$ cat config.mk
export PLATFORM = sky130hd
export DESIGN_NAME = mat_res_store_buffer_flat
export DESIGN_NICKNAME = d
export VERILOG_FILES = /design/src/rtl/mat_res_store_buffer_if.sv /design/src/rtl/mat_res_store_buffer.sv /design/src/flat_wrapper.sv
export SDC_FILE = /design/constraint.sdc
export NUM_CORES = 1
export LEC_CHECK = 0
export BUFFER_PORTS_ARGS = -buffer_cell sky130_fd_sc_hd__buf_4
export CORE_AREA = 2 2 170 297
export DETAILED_ROUTE_END_ITERATION = 8
export DIE_AREA = 0 0 172 299
export PLACE_DENSITY = 0.69
export SYNTH_ARGS = -nofsm -noshare
export SYNTH_HDL_FRONTEND = slang
export SYNTH_SLANG_ARGS = --single-unit
$ cat constraint.sdc
create_clock -name clk -period 6.35 [get_ports clk]
set_input_delay 1.27 -clock clk [delete_from_list [all_inputs] [get_ports clk]]
set_output_delay 1.27 -clock clk [all_outputs]
set_load 0.1 [all_outputs]
$ cat src/rtl/mat_res_store_buffer_if.sv
// mat_res_store_buffer_if
//   Bundles every non-clock/reset signal of the write-back store buffer:
//   the store push channel from the memory stage, the load request channel
//   from operand fetch, the single-port data memory port and the status flags.
//   Modports:
//     slave  - the store buffer's view (consumes pushes/loads/dmem_dout,
//              drives grants, memory port and status).
//     master - the surrounding environment's view (the mirror of slave).
interface mat_res_store_buffer_if #(
  parameter int PE_ELEMENTS = 4,
  parameter int DMEM_DEPTH  = 1024,
  parameter int DATA_LEN    = 32,
  parameter int FIFO_DEPTH  = 4
);
  localparam int DRAM_ADDR_WIDTH = $clog2(DMEM_DEPTH / PE_ELEMENTS);
  localparam int ROW_W           = PE_ELEMENTS * DATA_LEN;
  localparam int CNT_W           = $clog2(FIFO_DEPTH) + 1;

  logic                       mat_res_en;
  logic [DRAM_ADDR_WIDTH-1:0] mat_res_addr;
  logic [ROW_W-1:0]           mat_res_din;
  logic                       ld_req;
  logic [DRAM_ADDR_WIDTH-1:0] ld_addr;
  logic                       ld_gnt;
  logic                       ld_valid;
  logic [ROW_W-1:0]           ld_rdata;
  logic                       dmem_en;
  logic                       dmem_we;
  logic [DRAM_ADDR_WIDTH-1:0] dmem_addr;
  logic [ROW_W-1:0]           dmem_din;
  logic [ROW_W-1:0]           dmem_dout;
  logic                       wb_full;
  logic                       wb_empty;
  logic [CNT_W-1:0]           wb_count;
  logic                       overflow_err;

  modport slave (
    input  mat_res_en, mat_res_addr, mat_res_din, ld_req, ld_addr, dmem_dout,
    output ld_gnt, ld_valid, ld_rdata, dmem_en, dmem_we, dmem_addr, dmem_din,
           wb_full, wb_empty, wb_count, overflow_err
  );

  modport master (
    output mat_res_en, mat_res_addr, mat_res_din, ld_req, ld_addr, dmem_dout,
    input  ld_gnt, ld_valid, ld_rdata, dmem_en, dmem_we, dmem_addr, dmem_din,
           wb_full, wb_empty, wb_count, overflow_err
  );
endinterface

$ cat src/rtl/mat_res_store_buffer.sv
// mat_res_store_buffer
//   Write-back store buffer between the SIMD memory stage and the single-port
//   data memory. Full-row stores are queued in a small circular FIFO and
//   drained into memory; vector loads share the same port. Loads win the port
//   unless the FIFO is full, and a load whose row matches any queued store
//   waits until those stores have drained so it always sees the newest data.
//   Ports:
//     clk  - single clock, rising edge
//     rstn - synchronous active-low reset (control state only)
//     bus  - mat_res_store_buffer_if.slave: store push, load request/grant/
//            data, data memory port, wb_full/wb_empty/wb_count/overflow_err
module mat_res_store_buffer #(
  parameter int PE_ELEMENTS = 4,
  parameter int DMEM_DEPTH  = 1024,
  parameter int DATA_LEN    = 32,
  parameter int FIFO_DEPTH  = 4
) (
  input logic                   clk,
  input logic                   rstn,
  mat_res_store_buffer_if.slave bus
);
  localparam int DRAM_ADDR_WIDTH = $clog2(DMEM_DEPTH / PE_ELEMENTS);
  localparam int ROW_W           = PE_ELEMENTS * DATA_LEN;
  localparam int PTR_W           = $clog2(FIFO_DEPTH);
  localparam int CNT_W           = PTR_W + 1;

  logic [DRAM_ADDR_WIDTH-1:0] r_addr [FIFO_DEPTH];
  logic [ROW_W-1:0]           r_data [FIFO_DEPTH];
  logic [PTR_W-1:0]           r_wr_ptr;
  logic [PTR_W-1:0]           r_rd_ptr;
  logic [CNT_W-1:0]           r_count;
  logic                       r_overflow;
  logic                       r_ld_vld_p1;

  logic                       w_full;
  logic                       w_empty;
  logic                       w_push;
  logic                       w_hazard;
  logic                       w_store_issue;
  logic                       w_load_issue;
  logic [PTR_W-1:0]           w_offset;

  assign w_full  = (r_count == CNT_W'(FIFO_DEPTH));
  assign w_empty = (r_count == '0);
  // A push into a full FIFO is dropped even if a pop happens the same cycle.
  assign w_push  = bus.mat_res_en && !w_full;

  // An entry is occupied when its distance from the read pointer (mod depth)
  // is below the count; every occupied entry is compared against ld_addr.
  always_comb begin
    w_hazard = 1'b0;
    w_offset = '0;
    for (int i = 0; i < FIFO_DEPTH; i++) begin
      w_offset = PTR_W'(i) - r_rd_ptr;
      if (({1'b0, w_offset} < r_count) && (r_addr[i] == bus.ld_addr))
        w_hazard = 1'b1;
    end
    w_hazard = w_hazard && bus.ld_req;
  end

  // Port arbitration: full FIFO drains first, then a clean load, then any
  // pending store. Nothing reaches the memory port while reset is held.
  assign w_store_issue = rstn && !w_empty && (w_full || !(bus.ld_req && !w_hazard));
  assign w_load_issue  = rstn && !w_full && bus.ld_req && !w_hazard;

  assign bus.dmem_en      = w_store_issue || w_load_issue;
  assign bus.dmem_we      = w_store_issue;
  assign bus.dmem_addr    = w_load_issue ? bus.ld_addr : r_addr[r_rd_ptr];
  assign bus.dmem_din     = r_data[r_rd_ptr];
  assign bus.ld_gnt       = w_load_issue;
  assign bus.ld_valid     = r_ld_vld_p1;
  assign bus.ld_rdata     = bus.dmem_dout;
  assign bus.wb_full      = w_full;
  assign bus.wb_empty     = w_empty;
  assign bus.wb_count     = r_count;
  assign bus.overflow_err = r_overflow;

  // ---- stage p0 -> p1: FIFO control, overflow flag, load-valid pipeline ----
  always_ff @(posedge clk) begin
    if (!rstn) begin
      r_wr_ptr    <= '0;
      r_rd_ptr    <= '0;
      r_count     <= '0;
      r_overflow  <= 1'b0;
      r_ld_vld_p1 <= 1'b0;
    end else begin
      if (w_push)        r_wr_ptr <= r_wr_ptr + PTR_W'(1);
      if (w_store_issue) r_rd_ptr <= r_rd_ptr + PTR_W'(1);
      case ({w_push, w_store_issue})
        2'b10:   r_count <= r_count + CNT_W'(1);
        2'b01:   r_count <= r_count - CNT_W'(1);
        default: r_count <= r_count;
      endcase
      if (bus.mat_res_en && w_full) r_overflow <= 1'b1;
      r_ld_vld_p1 <= w_load_issue;
    end
  end

  // FIFO payload storage; contents are qualified by the control state above.
  always_ff @(posedge clk) begin
    if (w_push) begin
      r_addr[r_wr_ptr] <= bus.mat_res_addr;
      r_data[r_wr_ptr] <= bus.mat_res_din;
    end
  end
endmodule

$ cat src/flat_wrapper.sv
// flat-port wrapper written by rule: the top's interface ports become plain ports
module mat_res_store_buffer_flat 
#(
  parameter int PE_ELEMENTS = 4,
  parameter int DMEM_DEPTH  = 1024,
  parameter int DATA_LEN    = 32,
  parameter int FIFO_DEPTH  = 4
)
  (clk, rstn, bus_mat_res_en, bus_mat_res_addr, bus_mat_res_din, bus_ld_req, bus_ld_addr, bus_dmem_dout, bus_ld_gnt, bus_ld_valid, bus_ld_rdata, bus_dmem_en, bus_dmem_we, bus_dmem_addr, bus_dmem_din, bus_wb_full, bus_wb_empty, bus_wb_count, bus_overflow_err);
  mat_res_store_buffer_if #(.PE_ELEMENTS(PE_ELEMENTS), .DMEM_DEPTH(DMEM_DEPTH), .DATA_LEN(DATA_LEN), .FIFO_DEPTH(FIFO_DEPTH)) bus_i ();
  input logic clk;
  input logic rstn;
  input wire logic [$bits(bus_i.mat_res_en)-1:0] bus_mat_res_en;
  input wire logic [$bits(bus_i.mat_res_addr)-1:0] bus_mat_res_addr;
  input wire logic [$bits(bus_i.mat_res_din)-1:0] bus_mat_res_din;
  input wire logic [$bits(bus_i.ld_req)-1:0] bus_ld_req;
  input wire logic [$bits(bus_i.ld_addr)-1:0] bus_ld_addr;
  input wire logic [$bits(bus_i.dmem_dout)-1:0] bus_dmem_dout;
  output wire logic [$bits(bus_i.ld_gnt)-1:0] bus_ld_gnt;
  output wire logic [$bits(bus_i.ld_valid)-1:0] bus_ld_valid;
  output wire logic [$bits(bus_i.ld_rdata)-1:0] bus_ld_rdata;
  output wire logic [$bits(bus_i.dmem_en)-1:0] bus_dmem_en;
  output wire logic [$bits(bus_i.dmem_we)-1:0] bus_dmem_we;
  output wire logic [$bits(bus_i.dmem_addr)-1:0] bus_dmem_addr;
  output wire logic [$bits(bus_i.dmem_din)-1:0] bus_dmem_din;
  output wire logic [$bits(bus_i.wb_full)-1:0] bus_wb_full;
  output wire logic [$bits(bus_i.wb_empty)-1:0] bus_wb_empty;
  output wire logic [$bits(bus_i.wb_count)-1:0] bus_wb_count;
  output wire logic [$bits(bus_i.overflow_err)-1:0] bus_overflow_err;
  assign bus_i.mat_res_en = bus_mat_res_en;
  assign bus_i.mat_res_addr = bus_mat_res_addr;
  assign bus_i.mat_res_din = bus_mat_res_din;
  assign bus_i.ld_req = bus_ld_req;
  assign bus_i.ld_addr = bus_ld_addr;
  assign bus_i.dmem_dout = bus_dmem_dout;
  assign bus_ld_gnt = bus_i.ld_gnt;
  assign bus_ld_valid = bus_i.ld_valid;
  assign bus_ld_rdata = bus_i.ld_rdata;
  assign bus_dmem_en = bus_i.dmem_en;
  assign bus_dmem_we = bus_i.dmem_we;
  assign bus_dmem_addr = bus_i.dmem_addr;
  assign bus_dmem_din = bus_i.dmem_din;
  assign bus_wb_full = bus_i.wb_full;
  assign bus_wb_empty = bus_i.wb_empty;
  assign bus_wb_count = bus_i.wb_count;
  assign bus_overflow_err = bus_i.overflow_err;
  mat_res_store_buffer #(.PE_ELEMENTS(PE_ELEMENTS), .DMEM_DEPTH(DMEM_DEPTH), .DATA_LEN(DATA_LEN), .FIFO_DEPTH(FIFO_DEPTH)) u_core (.clk(clk), .rstn(rstn), .bus(bus_i));
endmodule
* Word level (Yosys, flattened, before mapping) *
Memories as Yosys holds them, arrays and structs flattened. A register that Yosys moved wholly into a read port is not among the register bits.
Index checks and enable logic that the tools add are counted.

word-level totals
  register bits = 9
  memory bits (writable) = 544
  bits of input ports = 276
  output and inout port bits = 274
  logic and storage cells = 59
  memories = 2

memory list
  memory         words  width  read ports  clocked after Yosys merged registers in  wr ports  line                        source
  u_core.r_data  4      128    1           1                                        1         mat_res_store_buffer.sv:28  logic [ROW_W-1:0] r_data [FIFO_DEPTH];
  u_core.r_addr  4      8      5           1                                        1         mat_res_store_buffer.sv:27  logic [DRAM_ADDR_WIDTH-1:0] r_addr [FIFO_DEPTH];

cells by class
  add/sub/neg operators = 8
  order comparisons = 4
  equality and inequality tests = 7
  muxes and demuxes = 12
  reduce and logical (&&, ||, !) cells = 21

operators by type and width
  kind                                              count
  == test 8 bit                                     4
  logical AND 1 bit                                 13
  less-than comparator 2 x 3 -> 1 bit               4
  two-way mux 2 bit                                 4
  two-way mux 8 bit                                 1
  two-way mux 1 bit                                 6
  case mux 3 bit (2 select lines)                   1
  adder 2 x 1 -> 2 bit, second input constant       2
  logical NOT 1 bit                                 4
  subtractor 1 x 2 -> 2 bit, first input constant   2
  subtractor 2 bit, first input constant            2
  adder 3 x 1 -> 3 bit, second input constant       1
  == test 3 bit, second input constant              1
  logical NOT 3 bit                                 1
  subtractor 3 x 1 -> 3 bit, second input constant  1
  == test 2 x 1 -> 1 bit, second input constant     1
  == test 2 bit, second input constant              1
  logical OR 1 bit                                  2
  nonzero test 2 bit                                1

* Logic depth before layout (Yosys ltp) *
  depth in word-level cells = 15
  depth in mapped cells = 15
  mapped depth without buffers = 14

* Worst setup path before layout *
No wires, ideal clock.

  path kind = register to register
  from = register u_core.r_count[2], in the netlist u_core.bus.wb_count[2]
  to = register u_core.r_count[2], in the netlist u_core.bus.wb_count[2]
  setup time = 0.071 ns
  data arrival time = 6.194 ns
  data required time = 6.279 ns
  setup slack = 0.085 ns
  stages on the path, launching flop included = 9
  path buffers = 0
  period minus slack after synthesis = 6.265 ns
  path through = dfxtp_1 > nor3_1 > nor3b_1 > ha_1 > inv_1 > fa_1 > xor2_1 > or3_1 > a21oi_1

on the way
  elaborated cells between the ends (all ways) = 30
  classes of those cells = 2 x add/sub; 4 x order compare; 3 x eq/ne; 5 x mux; 16 x reduce/logical

RTL lines
  element                                                                line                        source
  from (decl)                                                            mat_res_store_buffer.sv:31  logic [CNT_W-1:0] r_count;
  from (signal assigned)                                                 mat_res_store_buffer.sv:90  2'b10: r_count <= r_count + CNT_W'(1);
  from (signal assigned)                                                 mat_res_store_buffer.sv:91  2'b01: r_count <= r_count - CNT_W'(1);
  from (signal assigned)                                                 mat_res_store_buffer.sv:92  default: r_count <= r_count;
  logical NOT 3 bit *                                                    mat_res_store_buffer.sv:44  assign w_empty = (r_count == '0);
  net bus_wb_empty                                                       flat_wrapper.sv:27          output wire logic [$bits(bus_i.wb_empty)-1:0] bus_wb_empty;
  logical NOT 1 bit *                                                    mat_res_store_buffer.sv:63  assign w_store_issue = rstn && !w_empty && (w_full || !(bus.ld_req && !w_hazard));
  logical AND 1 bit * (2 in a row)                                       mat_res_store_buffer.sv:63
  net bus_dmem_we                                                        flat_wrapper.sv:23          output wire logic [$bits(bus_i.dmem_we)-1:0] bus_dmem_we;
  == test 2 x 1 -> 1 bit or == test 2 bit (tied branches)                mat_res_store_buffer.sv:89  case ({w_push, w_store_issue})
  case mux 3 bit (2 select lines) or nonzero test 2 bit (tied branches)  -

The timed path passes the listed nets; every way through them passes the cells marked *.
A chain may end at the register's enable or synchronous reset.

* Worst setup path in the final report *
  from = register u_core.r_rd_ptr[0]
  to = output bus_dmem_addr[7]

on the way
  word-level cells in the longest chain between the ends = 11
  elaborated cells between the ends (all ways) = 20
  classes of those cells = 4 x add/sub; 4 x order compare; 5 x mux; 7 x reduce/logical

ends and longest elaborated chain
  element                              line                        source
  from (decl)                          mat_res_store_buffer.sv:30  logic [PTR_W-1:0] r_rd_ptr;
  from (signal assigned)               mat_res_store_buffer.sv:88  if (w_store_issue) r_rd_ptr <= r_rd_ptr + PTR_W'(1);
  subtractor 1 x 2 -> 2 bit            mat_res_store_buffer.sv:54  w_offset = PTR_W'(i) - r_rd_ptr;
  less-than comparator 2 x 3 -> 1 bit  mat_res_store_buffer.sv:55  if (({1'b0, w_offset} < r_count) && (r_addr[i] == bus.ld_addr))
  logical AND 1 bit                    mat_res_store_buffer.sv:55
  two-way mux 1 bit (3 in a row)       mat_res_store_buffer.sv:55
  two-way mux 1 bit *                  mat_res_store_buffer.sv:55
  logical AND 1 bit *                  mat_res_store_buffer.sv:58  w_hazard = w_hazard && bus.ld_req;
  logical NOT 1 bit *                  mat_res_store_buffer.sv:64  assign w_load_issue = rstn && !w_full && bus.ld_req && !w_hazard;
  logical AND 1 bit *                  mat_res_store_buffer.sv:64
  two-way mux 8 bit *                  mat_res_store_buffer.sv:68  assign bus.dmem_addr = w_load_issue ? bus.ld_addr : r_addr[r_rd_ptr];
  to (decl)                            flat_wrapper.sv:24          output wire logic [$bits(bus_i.dmem_addr)-1:0] bus_dmem_addr;

Every way passes the cells marked *; elsewhere a longest branch is shown, timed or not.

==> summary.md <==
| Metric | Value |
|---|---|
| Vias in the first global route | 10540 |
| Die area | 0.05143 mm2 |
| Final Hold Vio Count | 0 |
| Crit path capture type | output pin |
| Post-synthesis register bit count | 555 |
| Row cnt | 108 |
| # DRC | 0 |
| Post-Synthesis Cells | 984 |
| GR Overflow Total | 0 |
| H-tree Lvls | 2 |
| Starting DRT DRC Count | 648 |
| Synth-to-Final Area Change | 16.53% |
| Synth Flop Type | edfxtp_1 |
| Setup Fix Bufs, Post-CTS | 0 |
| Area after DPL | 0.02381 mm2 |
| DR WL/cell | 29.09 um |
| Routed wl met3 | 8.017 mm |
| Largest cells by area after synthesis | edfxtp_1, mux4_2, buf_4, xor2_1, dfxtp_1 |
| Number of clock buffers inserted by TritonCTS | 50 |
| Average size of a mapped cell | 22.15 um2 |
| Post-route ant nets | 0 |
| Pleak | 8.462 nW |
| Initial core utilization | 44.31% |
| Largest net degree at the start of global routing | 137 |
| Max-slew violations | 0 |
| Most frequent cell after synthesis | edfxtp_1 |
| Yosys warnings | 0 |
| Async S/R FF share, synth | 0% |
| Power Internal | 7.326 mW |
| Synth area leader | edfxtp_1 |
| Die H | 299 um |
| Period minus WS final | 4549 ps |
| Gpl congestion | 0.7924 |
| Seq pwr share | 35.0% |
| Worst Skew | 13.62 ps |
| CTS resizes | 0 |
| First-pass GRT wire length | 75.76 mm |
| Startpoint types | register |
| HP Class | register to register |
| WL final | 54.39 mm |
| RSZ-0062 raised after global routing | no |
| Post-DP HPWL | 35.96 mm |
| Critical path class | register to output pin |
| Top routing layer used | met5 |
| Final setup fails | 0 |
| DR pass1 iterations | 4 |
| PortBufs | 293 |
| Clk buf depth | 3 |
| CTS clk-pin slew, worst paths | 60 ps |
| Register-to-register setup slack | 2770 ps |
| TNS Setup | 0 ps |
| Peak supply drop | 0.3448 mV |
| Clock Latency Late Sink | 570 ps |
| Root cell of the clock tree | clkbuf_16 |
| Clock power frac | 22.9% |
| Max_cap viols | 0 |
| Top cells by count, synth | edfxtp_1, buf_4, mux4_2 |
| Initial antenna violation count | 12 |
| Number of synthesized flops with an enable pin | 544 |
| Vias per inst | 5.323 |
| Pwr/cell area | 507.5 mW/mm2 |
| CTS sink count | 555 |
| Post-route cell area | 0.02540 mm2 |
| Final Cycle Share | 71.64% |
| Post-CTS Hold Buffers | 0 |
| Share of layout cells above drive strength 1 | 44.08% |
| Slew Limit Headroom | 18.75% |
| Placeable Area | 0.04919 mm2 |
| Yosys top cell area share | 74.94% |
| Top-Level Pins | 550 |
| Global Route Usage Sum | 21.07% |
| Outcome | completed |
| Wl on met1 | 16.23 mm |
| Nets | 1454 |
| Met2 WL | 26.06 mm |
| Worst EP arrival | 3280 ps |
| Vias | 9954 |
| Die Wd | 172 um |
| Worst slew pin tran | 1219 ps |
| Crit path required time | 5080 ps |
| Mapped cell area | 0.02180 mm2 |
| Post-Syn Nets | 1270 |
| CTS tree | built |
| Synth cell types | 38 |
| Post-Route Utilization | 51.64% |
| Largest fanout on the critical path | 9 |
| Net Sw Power | 5.565 mW |
| Switching share of power | 43.17% |
| Logic pwr share | 42.2% |
| Max Freq | 0.2198 GHz |
| Post-synthesis sequential area ratio | 75.95% |
[sequential cells by signal, summed over array words and instances, names as in the netlist, named ones only]
name                     flops
u_core.bus.ld_valid          1
u_core.bus.overflow_err      1
u_core.bus.wb_count          3
u_core.r_addr               32
u_core.r_data              512
u_core.r_rd_ptr              2
u_core.r_wr_ptr              2
[cell families (layout without fill, tap and decap cells)]
group           count (synthesis)  in the layout  synth area share [%]
fa+ha+maj                      10             10                0.6085
compound gates                 18             18                0.6199
mux                           144            144                 14.60
other cells                     0              3                     0
simple gates                   41             41                 1.183
xor+xnor                       36             36                 1.447
flops                         555            555                 75.95
buf+inv                       180            403                 5.585
[critical path, stage by stage, from the launching register on]
cell and delay (ps):
dfxtp_1 480, xnor2_1 190, inv_1 80, ha_1 290, a21oi_1 70, nor2_1 210
o31ai_4 160, nor3_4 590, mux2_4 400, buf_4 240
[power by group through the flow]
stage,Combinational (mW),Sequential [mW],Clock (mW)
after global placement,5.48,4.58,0
after CTS,5.50,4.52,3.02
after global routing,5.61,4.55,3.14
final,5.43,4.51,2.95
after detailed placement,5.48,4.60,0
after floorplan,4.82,4.51,0
[layout make-up]
class	count	area (um2)
tap	660	825.8
multi-input combinational	249	4044
sequential	555	16560
fill	3952	23790
antenna	3	7.507
clock inverter	30	294.0
timing repair buffer	300	2327
clock buffer	61	1292
inverter	12	45.04
[stage by stage]
stage	instances	total power [mW]	setup slack (ps)	hold slack, ps
3_5_place_dp	1776	10.08	1799	504.7
2_1_floorplan	984	9.333	85.16	469.2
5_1_grt	1870	13.30	1630	536.9
6_report	1870	12.89	1801	511.9
3_3_place_gp	1776	10.06	1806	494.0
4_1_cts	1867	13.03	1753	511.8
[final timing paths]
kind | cells after the start | end | start
setup / recovery | 9 | bus_dmem_addr[7] | u_core.r_rd_ptr[0]
setup reg to reg | 14 | u_core.bus.wb_count[2] | u_core.r_rd_ptr[0]
hold reg to reg | 2 | u_core.r_wr_ptr[1] | u_core.r_wr_ptr[1]
hold / removal | 2 | u_core.r_wr_ptr[1] | u_core.r_wr_ptr[1]
[layer usage]
metal	track usage (%)	up-vias
met5	0	-
met4	13.61	18
met3	12.79	221
met2	33.48	375
met1	20.32	5106
li1	-	4234
[placed cells by master (no fill, tap or decap), types with 10 or more instances in the layout]
master | Yosys | layout
mux4_2 | 136 | 136
xor2_1 | 26 | 26
clkbuf_16 | 0 | 50
inv_1 | 10 | 10
edfxtp_1 | 544 | 544
clkinv_2 | 0 | 11
buf_4 | 138 | 294
xnor2_1 | 10 | 10
clkbuf_1 | 5 | 11
No activity file was read; power rests on OpenSTA's default activity.
